`config.mk`:
```
export PLATFORM = sky130hd
export DESIGN_NAME = div_32_bit_seq
export DESIGN_NICKNAME = d
export VERILOG_FILES = /design/src/rtl/div_32_bit_seq.sv
export SDC_FILE = /design/constraint.sdc
export NUM_CORES = 1
export LEC_CHECK = 0
export ABC_AREA = 1
export CAP_MARGIN = 20
export CORE_MARGIN = 10
export CORE_UTILIZATION = 40
export DETAILED_ROUTE_END_ITERATION = 12
export GPL_ROUTABILITY_DRIVEN = 0
export PLACE_DENSITY = 0.58
export REMOVE_ABC_BUFFERS = 1
export SLEW_MARGIN = 0
export SYNTH_ARGS = -nofsm -noshare
export SYNTH_HDL_FRONTEND = slang
export SYNTH_SLANG_ARGS = --single-unit
```
`constraint.sdc`:
```
create_clock -name clk -period 4.7 [get_ports clk]
set_clock_uncertainty 0.05 [all_clocks]
set_input_delay 0.94 -clock clk [delete_from_list [all_inputs] [get_ports clk]]
set_output_delay 0.94 -clock clk [all_outputs]
set_load 0.01 [all_outputs]
```
`src/rtl/div_32_bit_seq.sv`:
```
// ---------------------------------------------------------------------------
// div_32_bit_seq
//
// Multi-cycle restoring divider for the MIPS DIV/DIVU path. Produces the
// quotient (for LO) and the remainder (for HI) after a fixed latency that does
// not depend on the operands. The ALU stalls on busy. Each RUN cycle makes one
// trial subtraction of the divisor magnitude from the shifted partial
// remainder; the borrow of that subtraction selects the quotient bit.
//
// Sequence: IDLE -> RUN (WIDTH cycles) -> FIX (1 cycle) -> DONE (1 cycle).
//
// Ports
//   clk          in   1      rising-edge clock
//   rst_n        in   1      asynchronous, active-low reset
//   start        in   1      launches a division; only looked at in IDLE
//   is_signed    in   1      1 = DIV (signed), 0 = DIVU; sampled with start
//   dividend     in   WIDTH  sampled with start
//   divisor      in   WIDTH  sampled with start
//   busy         out  1      high from the cycle after start through done
//   done         out  1      one-cycle pulse; results valid from here on
//   quotient     out  WIDTH  LO result, held until the next accepted start
//   remainder    out  WIDTH  HI result, held until the next accepted start
//   div_by_zero  out  1      last operation had a zero divisor
//
// Configuration macro
//   SIGNED_DIV_EN  defined:   is_signed is honoured (magnitude conversion on
//                             entry, sign fix-up in FIX).
//                  undefined: every operation is unsigned; is_signed is
//                             ignored. FIX is still one cycle so the latency
//                             is identical in both builds.
// ---------------------------------------------------------------------------
module div_32_bit_seq #(
    parameter int WIDTH = 32
) (
    input  logic             clk,
    input  logic             rst_n,
    input  logic             start,
    input  logic             is_signed,
    input  logic [WIDTH-1:0] dividend,
    input  logic [WIDTH-1:0] divisor,
    output logic             busy,
    output logic             done,
    output logic [WIDTH-1:0] quotient,
    output logic [WIDTH-1:0] remainder,
    output logic             div_by_zero
);

    localparam int CW = $clog2(WIDTH + 1);

    typedef enum logic [1:0] {
        ST_IDLE,
        ST_RUN,
        ST_FIX,
        ST_DONE
    } state_t;

    state_t           state_q, state_d;
    logic [CW-1:0]    count_q, count_d;

    // rem_q is the partial remainder; quo_q starts as the dividend magnitude
    // and is shifted left each iteration, so its MSB is always the next
    // dividend bit and its LSBs fill up with quotient bits.
    logic [WIDTH-1:0] rem_q, rem_d;
    logic [WIDTH-1:0] quo_q, quo_d;
    logic [WIDTH-1:0] dvs_q, dvs_d;

    // Raw dividend is kept for the divide-by-zero remainder, which must be the
    // operand exactly as supplied (not its magnitude).
    logic [WIDTH-1:0] dividend_q, dividend_d;

    logic [WIDTH-1:0] quotient_q, quotient_d;
    logic [WIDTH-1:0] remainder_q, remainder_d;
    logic             div_by_zero_q, div_by_zero_d;

`ifdef SIGNED_DIV_EN
    logic             neg_quo_q, neg_quo_d;
    logic             neg_rem_q, neg_rem_d;
    logic             sign_a;
    logic             sign_b;

    function automatic logic [WIDTH-1:0] negate(input logic [WIDTH-1:0] x);
        return ~x + 1'b1;
    endfunction
`else
    logic             unused_is_signed;
    assign unused_is_signed = is_signed;
`endif

    // Trial subtraction: the shifted remainder is WIDTH+1 bits wide, the
    // difference is computed one bit wider so its top bit is the borrow.
    logic [WIDTH:0]   shifted;
    logic             trial_borrow;
    logic             unused_trial_top;
    logic [WIDTH-1:0] trial_diff;

    // State and datapath registers; reset aborts any operation in flight.
    always_ff @(posedge clk or negedge rst_n) begin
        if (!rst_n) begin
            state_q       <= ST_IDLE;
            count_q       <= '0;
            rem_q         <= '0;
            quo_q         <= '0;
            dvs_q         <= '0;
            dividend_q    <= '0;
            quotient_q    <= '0;
            remainder_q   <= '0;
            div_by_zero_q <= 1'b0;
`ifdef SIGNED_DIV_EN
            neg_quo_q     <= 1'b0;
            neg_rem_q     <= 1'b0;
`endif
        end else begin
            state_q       <= state_d;
            count_q       <= count_d;
            rem_q         <= rem_d;
            quo_q         <= quo_d;
            dvs_q         <= dvs_d;
            dividend_q    <= dividend_d;
            quotient_q    <= quotient_d;
            remainder_q   <= remainder_d;
            div_by_zero_q <= div_by_zero_d;
`ifdef SIGNED_DIV_EN
            neg_quo_q     <= neg_quo_d;
            neg_rem_q     <= neg_rem_d;
`endif
        end
    end

    // Next-state and datapath logic. Everything holds by default; the visible
    // results are only written in FIX so they stay stable through RUN.
    always_comb begin
        state_d       = state_q;
        count_d       = count_q;
        rem_d         = rem_q;
        quo_d         = quo_q;
        dvs_d         = dvs_q;
        dividend_d    = dividend_q;
        quotient_d    = quotient_q;
        remainder_d   = remainder_q;
        div_by_zero_d = div_by_zero_q;
`ifdef SIGNED_DIV_EN
        neg_quo_d     = neg_quo_q;
        neg_rem_d     = neg_rem_q;
        sign_a        = is_signed & dividend[WIDTH-1];
        sign_b        = is_signed & divisor[WIDTH-1];
`endif

        shifted = {rem_q, quo_q[WIDTH-1]};
        {trial_borrow, unused_trial_top, trial_diff} =
            {1'b0, shifted} - {2'b00, dvs_q};

        case (state_q)
            ST_IDLE: begin
                if (start) begin
                    dividend_d = dividend;
                    rem_d      = '0;
                    count_d    = '0;
`ifdef SIGNED_DIV_EN
                    quo_d      = sign_a ? negate(dividend) : dividend;
                    dvs_d      = sign_b ? negate(divisor) : divisor;
                    neg_quo_d  = sign_a ^ sign_b;
                    neg_rem_d  = sign_a;
`else
                    quo_d      = dividend;
                    dvs_d      = divisor;
`endif
                    state_d    = ST_RUN;
                end
            end

            ST_RUN: begin
                // On borrow the unmodified shifted value is restored; its top
                // bit is necessarily 0 in that case since dvs_q < 2^WIDTH.
                rem_d   = trial_borrow ? shifted[WIDTH-1:0] : trial_diff;
                quo_d   = {quo_q[WIDTH-2:0], ~trial_borrow};
                count_d = count_q + 1'b1;
                if (count_q == CW'(WIDTH - 1)) begin
                    state_d = ST_FIX;
                end
            end

            ST_FIX: begin
                // A zero divisor already yields all-ones from the iteration,
                // but the remainder would be the magnitude, so both are
                // forced to keep the result independent of the sign logic.
                if (dvs_q == '0) begin
                    quotient_d    = '1;
                    remainder_d   = dividend_q;
                    div_by_zero_d = 1'b1;
                end else begin
`ifdef SIGNED_DIV_EN
                    quotient_d    = neg_quo_q ? negate(quo_q) : quo_q;
                    remainder_d   = neg_rem_q ? negate(rem_q) : rem_q;
`else
                    quotient_d    = quo_q;
                    remainder_d   = rem_q;
`endif
                    div_by_zero_d = 1'b0;
                end
                state_d = ST_DONE;
            end

            ST_DONE: begin
                state_d = ST_IDLE;
            end

            default: begin
                state_d = ST_IDLE;
            end
        endcase
    end

    assign busy        = (state_q != ST_IDLE);
    assign done        = (state_q == ST_DONE);
    assign quotient    = quotient_q;
    assign remainder   = remainder_q;
    assign div_by_zero = div_by_zero_q;

endmodule

```
==> metrics.md, run 1 <==
| Metric | Value |
|---|---|
| Wire length reported by the detailed router | 32,500 um |
| RSZ-0062 raised after global routing | no |
| Leakage component of the power | 6.98 nW |
| Fraction of power spent switching nets | 38.8% |
| Met3 layer usage reported by global route | 3.37% |
| Number of synthesized register bits | 201 |
| Number of buffers inserted during clock tree synthesis | 24 |
| Wire length of the first global-routing pass | 53,600 um |
| Distinct cells, synth | 36 |
| Post-CTS setup buffer count | 0 |
| # port buffers | 133 |
| # rows | 61 |
| Number of global-route vias before repair | 9,993 |
| Number of enable-type register cells in the synthesized netlist | 0 |
| Total count of max-transition violations in the final report | 0 |
| Chip width | 187 um |
| Number of synthesis warnings | 0 |
| Setup tns final | 0 ns |
| Number of maximum-capacitance constraint violations | 0 |
| Sequential cell fraction of total power | about a third |
| Critical path arrival | 3.38 ns |
| Boundary Pins | 135 |
| Gate count after technology mapping | 1,509 |
| Sequential area share after synthesis | between 40% and 50% |
| Worst hold margin | 0.429 ns |
| Worst Tran Pin Value | approximately 0.87 ns |
| Main flop type after synthesis | sky130_fd_sc_hd__dfrtp_1 |
| Overflow left after global routing | 0 |
| Number of nets with antenna violations after routing | 0 |
| Clock insertion delay at the later pin of the skew report | 0.54 ns |
| Total power per unit cell area | 621 nW/um^2 |
| Core area | approximately 28,000 um^2 |
| Root buf cell | sky130_fd_sc_hd__clkbuf_16 |
| DRC violation count after routing | 0 |
| Pin count of the biggest net entering global routing | 97 |
| Count of cells along the worst register-to-register path | 13 |
| Ranking of synthesized cells by area | sky130_fd_sc_hd__dfrtp_1, sky130_fd_sc_hd__nand2_1, sky130_fd_sc_hd__inv_1, sky130_fd_sc_hd__a21oi_1, sky130_fd_sc_hd__nor2_1 |
| CP max stage delay | 0.50 ns |
| Vias | between 9,000 and 10,000 |
| Result of the run | completed |
| Worst endpoint required time | 5.08 ns |
| Antenna fix cells | 0 |
| Internal power | 5.22 mW |
| Worst-path clk slew | 0.06 ns |
| GR Util met1 | 24.2% |
| Hold-fix buffers at CTS | 0 |
| Global-route total usage across every layer | between 10% and 20% |
| Post-detailed-route via-to-cell ratio | roughly 4.9 |
| Post-synthesis async set-or-reset flop share | 100% |
| Path category of the worst min-delay check | in -> async |
| Post-layout net count | approximately 1,700 |
| Count of endpoints failing setup in the final report | 0 |
| Starting Density | 40.3% |
| Detail Placement HPWL | 23,800 um |
| Biggest fanout along the worst timing path | 33 |
| Top cells by instance count after synthesis | sky130_fd_sc_hd__nand2_1, sky130_fd_sc_hd__inv_1, sky130_fd_sc_hd__dfrtp_1, sky130_fd_sc_hd__nor2_1, sky130_fd_sc_hd__a21oi_1 |
| Detailed-route wire length per cell | 16.1 um |
| Post-cts resize count | 0 |
| Clock tree sinks | 201 |
| Dominant cell by count in the synthesized netlist | sky130_fd_sc_hd__nand2_1 |
| Crit path time final | 3.00 ns |
| Final critical-path share of the clock period | a little under two thirds |
| Cell count after placement | between 1,500 and 2,000 |
| GR Util met2 | 31.2% |
| Detailed-routing iteration count for the pre-antenna-repair pass | 6 |
| Peak Freq | 333 MHz |
| Critical path, cell by cell | ha_1, nand2_1, inv_2, nand2_1, nand2_1, a21oi_2, nor2_1, nor2_4, nand2_4, nand2_4, nand2_1, nand2_1, nand2_1 |
| Combinational Power Share | 41.6% |
| Y dimension of the die | between 150 and 200 um |
| Category of the critical setup timing path | reg -> reg |
| Clock tree from TritonCTS | built |
| Fraction of post-synthesis cell area in the top cell type by area | a little under half |
| Setup crit start kind | flip-flop |
| Final hold violation count | 0 |
| Initial antenna violation count | 0 |
| Area overhead of the layout relative to synthesis | 23.3% |
| Worst path slowest cell | sky130_fd_sc_hd__nor2_4 |
| Cell repeated most along the worst path | sky130_fd_sc_hd__nand2_1 |
| Post-synthesis instance area | 11,100 um^2 |
| Non-filler instance count after layout | approximately 2,000 |
| IR drop worst, VDD | 0.000514 V |
| H-tree Lvls | 1 |
| Share of power burned in the clock network | between 20% and 30% |
| CTS max path bufs | 3 |
| Most Used Layer, Global Route | met2 |
| Number of violations reported at the end of detailed-routing iteration 0 | 600 |
| Cell taking the most area after synthesis | sky130_fd_sc_hd__dfrtp_1 |
| Syn_area_per_cell | 7.38 um^2 |
| Share of post-route cells with drive strength above 1 | 5.36% |
| Area of the die | between 30,000 and 40,000 um^2 |
| Sw Pwr | 3.30 mW |
| Normalized max-slew margin | 41.8% |
| Endpoint kind of the worst setup timing path | flip-flop |
[power by group through the flow]
stage	registers, mW	clock network (mW)	logic (mW)
global route	2.99	2.19	4.02
finish	2.90	2.07	3.55
floorplan	2.92	0	2.07
global placement	2.91	0	3.52
detailed placement	2.92	0	3.58
CTS	2.91	2.12	3.60
[cell families after synthesis]
group	share of synthesized area, %
simple gates	27.5
compound gates	11.4
buf+inv	9.49
xor+xnor	1.18
flops	45.2
mux	0.910
fa+ha+maj	4.34
[worst paths after layout]
| kind | from | to | slack [ns] |
|---|---|---|---|
| min reg2reg | div_by_zero | div_by_zero | 0.43 |
| max reg2reg | rem_q[22] | rem_q[28] | 1.70 |
| max | rem_q[22] | rem_q[28] | 1.70 |
| max in group asynchronous | rst_n | dividend_q[30] | 3.12 |
| min | rst_n | rem_q[29] | 0.43 |
| min in group clk | div_by_zero | div_by_zero | 0.43 |
[worst max-delay path: cells and delay by family, from the launching register on]
kind,cells,cell delay (ns)
and+or+nand+nor,10,1.75
AOI/OAI and AO/OA,1,0.16
buffers and inverters,1,0.04
adders and majority gates,1,0.40
DFF,1,0.46
[area by class of cell]
cell class	instances	area, um^2
Fill cell	2820	13900
Timing Repair Buffer	147	1460
Tap cell	378	473
Multi-Input combinational cell	1035	5070
Clock inverter	11	216
Sequential cell	201	5030
Clock buffer	33	684
Inverter	214	803
[cell usage in the layout, fill, tap and decap left out, types with 3 or more instances in the layout]
cell and instances:
sky130_fd_sc_hd__nand2_1 473, sky130_fd_sc_hd__inv_1 203, sky130_fd_sc_hd__clkbuf_1 4, sky130_fd_sc_hd__clkdlybuf4s50_1 132
sky130_fd_sc_hd__a22oi_1 10, sky130_fd_sc_hd__buf_4 13, sky130_fd_sc_hd__o21ai_1 12, sky130_fd_sc_hd__a21oi_1 119
sky130_fd_sc_hd__o221ai_1 11, sky130_fd_sc_hd__nor2_1 154, sky130_fd_sc_hd__o211ai_1 25, sky130_fd_sc_hd__clkbuf_8 6
sky130_fd_sc_hd__nand4_1 14, sky130_fd_sc_hd__dfrtp_1 201, sky130_fd_sc_hd__nand2_2 3, sky130_fd_sc_hd__nand3b_1 22
sky130_fd_sc_hd__and2_1 3, sky130_fd_sc_hd__nand2_4 3, sky130_fd_sc_hd__inv_2 9, sky130_fd_sc_hd__nor2_2 3
sky130_fd_sc_hd__nor3_1 6, sky130_fd_sc_hd__o21ai_0 44, sky130_fd_sc_hd__clkbuf_16 24, sky130_fd_sc_hd__ha_1 36
sky130_fd_sc_hd__nand3_1 64, sky130_fd_sc_hd__bufinv_16 5, sky130_fd_sc_hd__xnor2_1 14, sky130_fd_sc_hd__mux2_2 9
[sequential cells by signal, indices dropped and copies added, names as in the netlist]
signal	flops
dvs_q	32
div_by_zero	1
rem_q	32
quotient	32
remainder	32
count_q	6
quo_q	32
state_q	2
dividend_q	32
[per-stage QoR]
step	total power, mW	setup slack, ns	util [%]	area (um^2)
after floorplan	4.99	0.176	-	10900
after global placement	6.43	1.44	46.3	12800
after detailed placement	6.50	1.38	46.3	12800
after CTS	8.63	1.35	49.6	13700
after global routing	9.20	1.43	49.7	13700
final	8.52	1.70	49.7	13700
[routing by layer]
| metal | vias up | wire length, um | part of all wire (%) |
|---|---|---|---|
| met5 | - | 0 | 0 |
| met4 | 0 | 599 | 1.8 |
| met3 | 34 | 1550 | 4.8 |
| met2 | 188 | 15300 | 47 |
| met1 | 4607 | 15000 | 46 |
| li1 | 4993 | - | - |
No activity file was read; power rests on OpenSTA's default activity.
==> inputs of run 2 (changes only) <==
- PLACE_DENSITY: 0.58 -> 0.6
- clock period: 4.7 -> 2.49 ns (I/O delays scaled with it)
==> run 2 against run 1 <==
Against the previous run:
- design area is 1.8% higher
- sequential power rose by 89%
- clock power up 67%
- critical path type unchanged
==> metrics.md, run 2 (synthesis gave the netlist of run 1 again) <==
| Metric | Value |
|---|---|
| Setup tns final | 0 ns |
| Post-detailed-route via-to-cell ratio | slightly below 5 |
| Antenna fix cells | 0 |
| Dominant delay contributor by cell family on the critical path | simple AND/OR/NAND/NOR gates |
| Category of the critical setup timing path | reg -> reg |
| Biggest fanout along the worst timing path | 17 |
| DRC violation count after routing | 0 |
| Pin count of the biggest net entering global routing | 100 |
| Clock insertion delay at the later pin of the skew report | about 0.54 ns |
| Leakage component of the power | 7.09 nW |
| Cell repeated most along the worst path | sky130_fd_sc_hd__nand2_1 |
| Area of the die | 34,900 um^2 |
| Setup crit start kind | flip-flop |
| Y dimension of the die | around 190 um |
| Final critical-path share of the clock period | 93.7% |
| Starting Density | 40.3% |
| Clock tree from TritonCTS | built |
| Worst path slowest cell | sky130_fd_sc_hd__dfrtp_1 |
| Clock tree sinks | between 200 and 250 |
| Critical path, cell by cell | inv_1, ha_1, nand2_1, inv_2, nand2_1, nand2_1, a21oi_2, nor2_1, nor2_4, nand2_8, buf_12, nand2_1, nand3_1, nand2_1 |
| IR drop worst, VDD | 0.000717 V |
| Chip width | 187 um |
| Wire length reported by the detailed router | 32,600 um |
| Global-route total usage across every layer | 18.4% |
| # port buffers | 133 |
| Core area | 27,600 um^2 |
| Wire length of the first global-routing pass | between 50,000 and 60,000 um |
| Boundary Pins | 135 |
| Total count of max-transition violations in the final report | 0 |
| Worst endpoint required time | 2.91 ns |
| Worst reg2reg path startpoint | dvs_q[19] |
| Count of cells along the worst register-to-register path | 14 |
| Number of buffers inserted during clock tree synthesis | 24 |
| Total power per unit cell area | 1140 nW/um^2 |
| Path category of the worst min-delay check | reg -> reg |
| Top library cells by usage in the layout, fill and taps aside | sky130_fd_sc_hd__nand2_1, sky130_fd_sc_hd__inv_1, sky130_fd_sc_hd__dfrtp_1, sky130_fd_sc_hd__nor2_1, sky130_fd_sc_hd__clkdlybuf4s50_1 |
| Worst min-delay path startpoint | div_by_zero |
| Min-Delay Endpoint | div_by_zero |
| Root buf cell | sky130_fd_sc_hd__clkbuf_16 |
| Crit path time final | 2.33 ns |
| Worst Tran Pin Value | 0.647 ns |
| Detailed-routing iteration count for the pre-antenna-repair pass | 7 |
| Setup slack, reg-to-reg | 0.16 ns |
| Number of nets with antenna violations after routing | 0 |
| Critical path arrival | 2.75 ns |
| Share of post-route cells with drive strength above 1 | approximately 7.2% |
| Total power of the final layout | 15.9 mW |
| CTS max path bufs | 3 |
| Vias | 10,041 |
| Worst Path Buf+Inv | 3 |
| # rows | slightly above 60 |
| Normalized max-slew margin | 56.9% |
| Peak Freq | 429 MHz |
| Detail Placement HPWL | 24,500 um |
| Capture point of the worst reg-to-reg path | rem_q[16] |
| Number of violations reported at the end of detailed-routing iteration 0 | about 600 |
| Final hold violation count | 0 |
| Result of the run | completed |
| Overflow left after global routing | 0 |
| Endpoint kind of the worst setup timing path | flip-flop |
| Stages on worst setup path | 14 |
| Fin worst setup slack | between 0.15 and 0.2 ns |
| Worst-path clk slew | approximately 0.060 ns |
| Most frequent standard cell in the layout excluding fill and tap cells | sky130_fd_sc_hd__nand2_1 |
| Post-layout net count | 1,759 |
| Post-CTS setup buffer count | 0 |
| Worst hold path stage count | 2 |
| Number of maximum-capacitance constraint violations | 0 |
| H-tree Lvls | 1 |
| Number of fill cells in the layout | 2,784 |
| Count of endpoints failing setup in the final report | 0 |
| Number of global-route vias before repair | 10,225 |
| Area overhead of the layout relative to synthesis | 25.6% |
| Detailed-route wire length per cell | 15.9 um |
| Initial antenna violation count | 0 |
| Setup slack at placement | approximately 0.14 ns |
| CP max stage delay | 0.37 ns |
-- run 2: changes by cell type in the layout (fill, tap and decap cells not counted), sizes merged --
cell / delta
buf: +29
bufinv: -4
clkinv: +2
clkbuf: +1
clkdlybuf4s50: -1
clkinvlp: -1
dlygate4sd3: +1
dlymetal6s2s: +1
-- run 2: worst max path at each step --
stage	startpoint	slack [ns]	to
after floorplan	state_q[0]	-1.79	count_q[5]
after global placement	rem_q[23]	0.18	rem_q[10]
after detailed placement	rem_q[23]	0.14	rem_q[10]
after CTS	state_q[0]	0.03	busy
after global routing	dvs_q[19]	-0.007	rem_q[10]
final	dvs_q[19]	0.16	rem_q[16]
-- run 2: final cells by class --
| class | count | area, um^2 | share of cell area [%] |
|---|---|---|---|
| sequential | 201 | 5030 | 36.0 |
| tap | 378 | 473 | 3.38 |
| timing repair buffer | 177 | 1770 | 12.6 |
| multi-input combinational | 1035 | 5130 | 36.7 |
| inverter | 214 | 803 | 5.74 |
| clock inverter | 8 | 96.3 | 0.689 |
| clock buffer | 34 | 688 | 4.92 |
-- run 2: timing repair --
action,in CTS,in global routing
cloned,0,0
hold buffers,1,0
gates resized for setup,1,11
endpoints found under the setup margin,1,29
endpoints found under the hold margin,61,0
-- run 2: worst register-to-register path, stage by stage (launching register included) --
cell	delay (ns)
sky130_fd_sc_hd__dfrtp_1	0.37
sky130_fd_sc_hd__inv_1	0.16
sky130_fd_sc_hd__ha_1	0.32
sky130_fd_sc_hd__nand2_1	0.17
sky130_fd_sc_hd__inv_2	0.04
sky130_fd_sc_hd__nand2_1	0.06
sky130_fd_sc_hd__nand2_1	0.08
sky130_fd_sc_hd__a21oi_2	0.18
sky130_fd_sc_hd__nor2_1	0.09
sky130_fd_sc_hd__nor2_4	0.19
sky130_fd_sc_hd__nand2_8	0.15
sky130_fd_sc_hd__buf_12	0.19
sky130_fd_sc_hd__nand2_1	0.08
sky130_fd_sc_hd__nand3_1	0.08
sky130_fd_sc_hd__nand2_1	0.07
-- run 2: where the power goes --
group | leakage (nW) | switching [mW] | internal [mW]
clock | 0.383 | 1.42 | 2.04
combinational | 4.23 | 4.04 | 2.95
sequential | 2.48 | 0.825 | 4.65
total | 7.09 | 6.29 | 9.64
-- run 2: layer usage --
| metal | track usage (%) | share of wire, % | wire (um) |
|---|---|---|---|
| met1 | 24.1 | 45 | 14600 |
| met4 | 4.96 | 2.6 | 848 |
| met3 | 3.15 | 4.9 | 1600 |
| met5 | 0 | 0 | 0 |
| met2 | 30.8 | 48 | 15500 |
-- run 2: stage by stage --
stage                     area [um^2]  hold WS [ns]  cells  util [%]
after global routing            14000         0.458   2047      50.6
after floorplan                 10900         0.152   1450         -
after global placement          13100         0.417   2004      47.5
after CTS                       13900         0.432   2047      50.4
after detailed placement        13100         0.416   2004      47.5
final                           14000         0.428   2047      50.6
